[src/rtl/uart_checker_pkg.sv]
// uart_checker_pkg: shared types, constants and parity helpers for the UART checker
package uart_checker_pkg;
  typedef enum logic [1:0] {NONE = 2'd0, EVEN = 2'd1, ODD = 2'd2} parity_mode_t;
  typedef enum logic [2:0] {TX_IDLE, TX_START, TX_DATA, TX_PARITY, TX_STOP} tx_state_t;
  typedef enum logic [2:0] {RX_IDLE, RX_START, RX_DATA, RX_PARITY, RX_STOP} rx_state_t;
  localparam int C_MIN_BAUD_DIV = 4;
  function automatic logic parity_on(input logic [1:0] mode);
    return mode == EVEN || mode == ODD;
  endfunction
  // Unused upper data bits are zero, so they do not disturb the XOR.
  function automatic logic parity_calc(input logic [8:0] data, input logic [1:0] mode);
    return mode == ODD ? ~^data : mode == EVEN ? ^data : 1'b0;
  endfunction
endpackage

[src/rtl/uart_sync_fifo.sv]
// uart_sync_fifo: show-ahead synchronous FIFO with full/empty/level, no push-through
module uart_sync_fifo #(
  parameter int G_WIDTH = 8,
  parameter int G_ADDR_WIDTH = 4
) (
  input  logic                    clk,
  input  logic                    rst_n,
  input  logic                    wr_en,
  input  logic [G_WIDTH-1:0]      wr_data,
  output logic                    full,
  input  logic                    rd_en,
  output logic [G_WIDTH-1:0]      rd_data,
  output logic                    empty,
  output logic [G_ADDR_WIDTH:0]   level
);
  logic [G_WIDTH-1:0] mem [2**G_ADDR_WIDTH];
  logic [G_ADDR_WIDTH:0] wr_ptr, rd_ptr;
  logic push, pop;
  always_comb begin
    level = wr_ptr - rd_ptr;
    full = level[G_ADDR_WIDTH];
    empty = level == '0;
    push = wr_en && !full;
    pop = rd_en && !empty;
    rd_data = empty ? '0 : mem[rd_ptr[G_ADDR_WIDTH-1:0]];
  end
  always_ff @(posedge clk or negedge rst_n)
    if (!rst_n) begin
      wr_ptr <= '0;
      rd_ptr <= '0;
    end else begin
      wr_ptr <= push ? wr_ptr + (G_ADDR_WIDTH+1)'(1) : wr_ptr;
      rd_ptr <= pop ? rd_ptr + (G_ADDR_WIDTH+1)'(1) : rd_ptr;
    end
  always_ff @(posedge clk)
    if (push) mem[wr_ptr[G_ADDR_WIDTH-1:0]] <= wr_data;
endmodule

[src/rtl/uart_checker_core.sv]
// uart_checker_core: runtime-configurable UART TX/RX checker with FIFOs and sticky error flags
module uart_checker_core
  import uart_checker_pkg::*;
#(
  parameter int G_DATA_WIDTH = 8,
  parameter int G_BUFFER_ADDR_WIDTH = 4,
  parameter int G_DIV_WIDTH = 16
) (
  input  logic                           clk,
  input  logic                           rst_n,
  input  logic [G_DIV_WIDTH-1:0]         i_baud_div,
  input  logic [1:0]                     i_parity_mode,
  input  logic                           i_stop_bits,
  input  logic                           i_first_bit,
  input  logic                           i_tx_valid,
  input  logic [G_DATA_WIDTH-1:0]        i_tx_data,
  output logic                           o_tx_ready,
  output logic                           o_tx,
  output logic                           o_tx_busy,
  input  logic                           i_rx,
  output logic                           o_rx_valid,
  output logic [G_DATA_WIDTH-1:0]        o_rx_data,
  input  logic                           i_rx_ready,
  output logic [G_BUFFER_ADDR_WIDTH:0]   o_rx_level,
  output logic                           o_parity_err,
  output logic                           o_frame_err,
  output logic                           o_overflow,
  input  logic                           i_clr_err
);
  localparam int DW = G_DIV_WIDTH;
  localparam int IW = $clog2(G_DATA_WIDTH);
  localparam logic [IW-1:0] LAST_IDX = IW'(G_DATA_WIDTH - 1);
  logic [DW-1:0] div_eff;
  assign div_eff = i_baud_div < DW'(C_MIN_BAUD_DIV) ? DW'(C_MIN_BAUD_DIV) : i_baud_div;
  tx_state_t tx_state, tx_next;
  logic tx_full, tx_empty, tx_pop, tx_tick, tx_last_stop, tx_bit, tx_tail, tx_two, tx_msb, tx_stop2nd;
  logic [G_DATA_WIDTH-1:0] tx_head, tx_word;
  logic [G_BUFFER_ADDR_WIDTH:0] tx_level;
  logic [DW-1:0] tx_div, tx_cnt;
  logic [1:0] tx_par;
  logic [IW-1:0] tx_idx, tx_bit_idx;
  uart_sync_fifo #(.G_WIDTH(G_DATA_WIDTH), .G_ADDR_WIDTH(G_BUFFER_ADDR_WIDTH)) u_tx_fifo (
    .clk(clk), .rst_n(rst_n), .wr_en(i_tx_valid), .wr_data(i_tx_data), .full(tx_full),
    .rd_en(tx_pop), .rd_data(tx_head), .empty(tx_empty), .level(tx_level)
  );
  always_ff @(posedge clk or negedge rst_n)
    if (!rst_n) tx_state <= TX_IDLE;
    else tx_state <= tx_next;
  always_comb begin
    tx_next = tx_state;
    case (tx_state)
      TX_IDLE:   if (!tx_empty) tx_next = TX_START;
      TX_START:  if (tx_tick) tx_next = TX_DATA;
      TX_DATA:   if (tx_tick && tx_idx == LAST_IDX) tx_next = parity_on(tx_par) ? TX_PARITY : TX_STOP;
      TX_PARITY: if (tx_tick) tx_next = TX_STOP;
      TX_STOP:   if (tx_last_stop) tx_next = tx_empty ? TX_IDLE : TX_START;
      default:   tx_next = TX_IDLE;
    endcase
  end
  // The next word is fetched on the final stop tick so back-to-back frames have no idle gap.
  always_comb begin
    tx_tick = tx_cnt == tx_div - DW'(1);
    tx_last_stop = tx_tick && (!tx_two || tx_stop2nd);
    tx_pop = !tx_empty && (tx_state == TX_IDLE || (tx_state == TX_STOP && tx_last_stop));
    tx_bit_idx = tx_msb ? LAST_IDX - tx_idx : tx_idx;
    tx_bit = tx_state == TX_START ? 1'b0 :
             tx_state == TX_DATA ? tx_word[tx_bit_idx] :
             tx_state == TX_PARITY ? parity_calc(9'(tx_word), tx_par) : 1'b1;
    o_tx_busy = tx_level != '0 || tx_state != TX_IDLE || tx_tail;
    o_tx_ready = !tx_full;
  end
  // The serial line is registered, so tx_tail keeps busy asserted until the stop bit leaves the pin.
  always_ff @(posedge clk or negedge rst_n)
    if (!rst_n) begin
      tx_cnt <= '0;
      tx_idx <= '0;
      tx_stop2nd <= 1'b0;
      tx_word <= '0;
      tx_div <= DW'(C_MIN_BAUD_DIV);
      tx_par <= '0;
      tx_two <= 1'b0;
      tx_msb <= 1'b0;
      o_tx <= 1'b1;
      tx_tail <= 1'b0;
    end else begin
      tx_cnt <= (tx_state == TX_IDLE || tx_tick) ? '0 : tx_cnt + DW'(1);
      tx_idx <= tx_state != TX_DATA ? '0 : tx_tick ? tx_idx + IW'(1) : tx_idx;
      tx_stop2nd <= tx_state != TX_STOP ? 1'b0 : tx_tick ? 1'b1 : tx_stop2nd;
      if (tx_pop) begin
        tx_word <= tx_head;
        tx_div <= div_eff;
        tx_par <= i_parity_mode;
        tx_two <= i_stop_bits;
        tx_msb <= i_first_bit;
      end
      o_tx <= tx_bit;
      tx_tail <= tx_state != TX_IDLE;
    end
  rx_state_t rx_state, rx_next;
  logic rx_s1, rx_s2, rx_prev, rx_fall, rx_sample, rx_push, rx_full, rx_empty, rx_msb;
  logic par_set, frame_set, ovf_set;
  logic [G_DATA_WIDTH-1:0] rx_word;
  logic [DW-1:0] rx_div, rx_cnt;
  logic [1:0] rx_par;
  logic [IW-1:0] rx_idx, rx_bit_idx;
  uart_sync_fifo #(.G_WIDTH(G_DATA_WIDTH), .G_ADDR_WIDTH(G_BUFFER_ADDR_WIDTH)) u_rx_fifo (
    .clk(clk), .rst_n(rst_n), .wr_en(rx_push), .wr_data(rx_word), .full(rx_full),
    .rd_en(i_rx_ready), .rd_data(o_rx_data), .empty(rx_empty), .level(o_rx_level)
  );
  always_ff @(posedge clk or negedge rst_n)
    if (!rst_n) rx_state <= RX_IDLE;
    else rx_state <= rx_next;
  always_comb begin
    rx_next = rx_state;
    case (rx_state)
      RX_IDLE:   if (rx_fall) rx_next = RX_START;
      RX_START:  if (rx_sample) rx_next = rx_s2 ? RX_IDLE : RX_DATA;
      RX_DATA:   if (rx_sample && rx_idx == LAST_IDX) rx_next = parity_on(rx_par) ? RX_PARITY : RX_STOP;
      RX_PARITY: if (rx_sample) rx_next = RX_STOP;
      RX_STOP:   if (rx_sample) rx_next = RX_IDLE;
      default:   rx_next = RX_IDLE;
    endcase
  end
  // The start bit is sampled at half a bit; every later sample is a full bit after the previous one.
  always_comb begin
    rx_fall = rx_prev && !rx_s2;
    rx_sample = rx_state == RX_START ? rx_cnt == (rx_div >> 1) - DW'(1) : rx_cnt == rx_div - DW'(1);
    rx_bit_idx = rx_msb ? LAST_IDX - rx_idx : rx_idx;
    rx_push = rx_state == RX_STOP && rx_sample;
    par_set = rx_state == RX_PARITY && rx_sample && rx_s2 != parity_calc(9'(rx_word), rx_par);
    frame_set = rx_push && !rx_s2;
    ovf_set = rx_push && rx_full;
    o_rx_valid = !rx_empty;
  end
  always_ff @(posedge clk or negedge rst_n)
    if (!rst_n) begin
      rx_s1 <= 1'b1;
      rx_s2 <= 1'b1;
      rx_prev <= 1'b1;
      rx_cnt <= '0;
      rx_idx <= '0;
      rx_word <= '0;
      rx_div <= DW'(C_MIN_BAUD_DIV);
      rx_par <= '0;
      rx_msb <= 1'b0;
      o_parity_err <= 1'b0;
      o_frame_err <= 1'b0;
      o_overflow <= 1'b0;
    end else begin
      rx_s1 <= i_rx;
      rx_s2 <= rx_s1;
      rx_prev <= rx_s2;
      rx_cnt <= (rx_state == RX_IDLE || rx_sample) ? '0 : rx_cnt + DW'(1);
      rx_idx <= rx_state != RX_DATA ? '0 : rx_sample ? rx_idx + IW'(1) : rx_idx;
      if (rx_state == RX_DATA && rx_sample) rx_word[rx_bit_idx] <= rx_s2;
      if (rx_state == RX_IDLE && rx_fall) begin
        rx_div <= div_eff;
        rx_par <= i_parity_mode;
        rx_msb <= i_first_bit;
      end
      o_parity_err <= par_set | (o_parity_err & ~i_clr_err);
      o_frame_err <= frame_set | (o_frame_err & ~i_clr_err);
      o_overflow <= ovf_set | (o_overflow & ~i_clr_err);
    end
endmodule

[config.mk]
export PLATFORM = sky130hd
export DESIGN_NAME = uart_checker_core
export DESIGN_NICKNAME = d
export VERILOG_FILES = /design/src/rtl/uart_checker_pkg.sv /design/src/rtl/uart_sync_fifo.sv /design/src/rtl/uart_checker_core.sv
export SDC_FILE = /design/constraint.sdc
export NUM_CORES = 1
export LEC_CHECK = 0
export BUFFER_PORTS_ARGS = -buffer_cell sky130_fd_sc_hd__buf_2
export CAP_MARGIN = 20
export CORE_MARGIN = 5
export CORE_UTILIZATION = 58
export CTS_BUF_LIST = sky130_fd_sc_hd__clkbuf_4 sky130_fd_sc_hd__clkbuf_8
export DETAILED_ROUTE_END_ITERATION = 8
export GPL_TIMING_DRIVEN = 0
export PLACE_DENSITY = 0.84
export SLEW_MARGIN = 5
export SYNTH_ARGS = -nofsm -noshare
export SYNTH_HDL_FRONTEND = slang
export SYNTH_SLANG_ARGS = --single-unit
[constraint.sdc]
create_clock -name clk -period 7 [get_ports clk]
set_clock_uncertainty 0.05 [all_clocks]
set_input_delay 0.35 -clock clk [delete_from_list [all_inputs] [get_ports clk]]
set_output_delay 0.35 -clock clk [all_outputs]
set_load 0.01 [all_outputs]
==> impl_metrics.ini <==
[sta]
setup_tns_ps = 0
setup_violations = 0
drv_slew = 0
timing.final.ws_setup_ps = 702.0
slew_headroom = 0.3474
finalHoldViolations = 0
min_period_over_period = 0.8997
rsz0062_at_grt = no
fmax_ghz = 0.1588
post-route-min-period_ps = 6298
worst-slew-pin-transition_ps = 973.6

[synth]
synth.top_cells.by_area = edfxtp_1, dfrtp_1, mux4_2, xnor2_1, mux2_4
synth_top_area_share = 0.4265
synth.largest_area_cell = edfxtp_1
yosys_warnings = 0
synth_area_sq_um = 18020
syn_avg_cell_area_sq_um = 14.76
ys_seq_area_frac = 0.6047
synth-seq-cells = 384
mappedNetlistNets = 1286
synth.distinct_cells = 84
ys.flop_type = edfxtp_1
synth-edff-count = 256
netlist_instances = 1221
async_flop_share = 0.3333

[floorplanning]
die_w_um = 186.3
ios = 54
start_util = 0.5877
fp-row-count = 64
die_area_sq_um = 34700
fp.dieH_um = 186.3
coreArea_sq_um = 30670

[place]
io_buffers = 53
placed_area_sq_um = 18970
dp_slack_ps = 829.3
gp_congestion = 0.8512
hpwlAfterDp_um = 27790

[clock_tree]
cts-buffers-inserted = 60
cts_root_buffer = clkbuf_8
clk_latency_ps = 630
cts_tree = built
cts_setup_buffers = 0
cts_max_level = 2
clk_pin_slew_ps = 70
max-clock-path-buffers = 3
clock_sinks = 384

[critical_path]
cp.arrival_ps = 6580
cp-end-kind = flop
path_delay_family = simple AND/OR/NAND/NOR gates
cp_cell_sequence = nor3b_2 -> buf_2 -> buf_2 -> mux2i_1 -> ha_1 -> nor3b_1 -> o211ai_1 -> a2bb2oi_1 -> or4_1 -> a2111oi_2 -> and4_1 -> nand4_1 -> clkbuf_1 -> nor3_1 -> buf_4
cpPeakStageDelay_ps = 730
cp-start-kind = flop
crit_required_ps = 7280
reg2reg_slack_ps = 700
critPathBufInv = 4
crit_type = reg -> reg
slowest_stage = nor3_1
crit_fanout = 10
crit_path_frequent_cell = buf_2

[routing]
first_iter_violations = 992
first_pass_iters = 5
ant_nets = 0
wirelength_um = 40750
drc = 0
vias = 11250
wl_per_cell_um = 22.44
drt-vias-per-instance = 6.193

[global_routing]
overflow = 0
grt_first_pass_wirelength_um = 64420
antenna_found_initial = 0
grt_usage = 0.2414
grt_max_degree = 88
grt_pass1_vias = 11430

[run]
maxCapViolCount = 0

[power]
p_per_area_nw_per_um2 = 379.9
p_leak_nw = 7.579
max-vdd-ir-drop_mv = 0.2528

[cells_and_area]
nNetsFinal = 1436
drive_gt1_frac = 0.2451
diodes = 0
syn2layout_area_growth_pct = 13.42
fin_util = 0.6665
fin_area_sq_um = 20440

[outcome]
outcome = finished, final reports clean

[min_path]
min_path_type = in -> reg
path summary, 6_finish.rpt:
path / start / endpoint / cells after the start
max: rx_state[1] / u_rx_fifo.mem[7][6] / 15
min: i_rx_ready / u_rx_fifo.rd_ptr[0] / 3
max reg2reg: rx_state[1] / u_rx_fifo.mem[7][6] / 15
min reg2reg: rx_s1 / rx_s2 / 0
max in group asynchronous: rst_n / rx_prev / 3
min in group asynchronous: rst_n / tx_word[7] / 2
placed cells by master, fill, tap and decap left out, types with 7 or more instances in the layout:
master         netlist  routed
a21oi_1             21      21
a31oi_1              9       9
and2_1              11      11
and3_1              18      18
buf_1               11      11
buf_2               10      64
buf_4                1      14
clkbuf_1            38      38
clkbuf_4             0      20
clkbuf_8             0      67
clkinv_1             0       7
clkinv_2             0      12
dfrtp_1            122     122
dlygate4sd3_1        0      19
edfxtp_1           256     256
ha_1                30      30
inv_1               38      38
mux2_1               7       7
mux2_2              18      18
mux2_4              29      29
mux2i_1             21      21
mux4_2              82      82
nand2_1             57      57
nand2b_1            11      11
nand3_1             39      39
nand4_1              7       7
nor2_1              49      49
nor2b_1             15      15
nor3_1              43      39
nor3b_1             10      10
nor4_1              19      15
o21ai_0             17      17
or3_1                8       8
xnor2_1             71      71
xor2_1              35      35
sequential cells by signal, indices dropped and copies added, names as in the netlist, 5 cells and up:
signal	cells
u_rx_fifo.mem	128
u_tx_fifo.mem	128
rx_cnt	16
rx_div	16
tx_cnt	16
tx_div	16
rx_word	8
tx_word	8
u_rx_fifo.rd_ptr	5
u_rx_fifo.wr_ptr	5
u_tx_fifo.rd_ptr	5
u_tx_fifo.wr_ptr	5
worst min-delay path, delay by kind of cell:
family / cells / cell delay (ps)
XOR/XNOR: 1 / 80
buffers and inverters: 1 / 100
AND/OR/NAND/NOR: 1 / 130
metrics by stage:
stage | hold slack (ps) | cells | total power [W]
after floorplan | 4.409 | 1221 | 0.005073
after global placement | 298.0 | 1670 | 0.005670
after detailed placement | 255.9 | 1686 | 0.005777
after CTS | 6.103 | 1816 | 0.007772
after global routing | 6.895 | 1816 | 0.008181
final | 41.11 | 1816 | 0.007765
power breakdown:
part	total (W)	internal, W	switching, W
clock network	0.00198	0.00110	0.000879
logic	0.00279	0.00131	0.00148
registers	0.00300	0.00272	0.000281
layer usage:
metal | wire (um) | vias to the layer above | GRT usage
met5 | 0 | - | 0
met4 | 1635 | 0 | 0.09647
met3 | 3073 | 98 | 0.04726
met2 | 20220 | 555 | 0.4002
met1 | 15820 | 5599 | 0.3185
li1 | - | 4995 | -
cell families after synthesis:
| logic type | after synthesis | share of synthesized area |
|---|---|---|
| AOI/OAI and AO/OA | 114 | 0.04506 |
| xor gates and xnor gates | 106 | 0.05151 |
| adders and majority gates | 31 | 0.02194 |
| buffers and inverters | 103 | 0.02360 |
| DFF | 384 | 0.6047 |
| muxes | 157 | 0.1539 |
| and+or+nand+nor | 326 | 0.09934 |
synth_stat cells, drive strengths merged, types with 4 or more instances:
cell / count
edfxtp: 256
dfrtp: 122
mux4: 82
xnor2: 71
nand2: 58
mux2: 54
nor2: 50
nor3: 43
inv: 40
nand3: 39
clkbuf: 38
xor2: 35
ha: 30
buf: 25
o21ai: 23
a21oi: 21
mux2i: 21
nor4: 21
and3: 18
nor2b: 15
and2: 12
nand2b: 11
nor3b: 11
or3: 10
a31oi: 9
nand4: 8
o31ai: 7
dfstp: 6
o211ai: 6
or4: 6
a211oi: 5
nand4b: 5
a21o: 4
nand3b: 4
o22ai: 4
o311ai: 4
timing repair:
item | 4_1_cts | 5_1_grt
hold buffers | 19 | 0
gates resized for setup | 0 | 0
hold endpoints to repair | 69 | 0
area by class of cell:
class | count | area [sq um]
buffer | 63 | 275.3
clock buffer | 87 | 1072
clock inverter | 24 | 209.0
fill | 1990 | 10230
inverter | 40 | 150.1
multi-input combinational | 734 | 6745
sequential | 384 | 10900
tap | 396 | 495.5
timing repair buffer | 88 | 596.8
(Power assumes the default switching activity.)
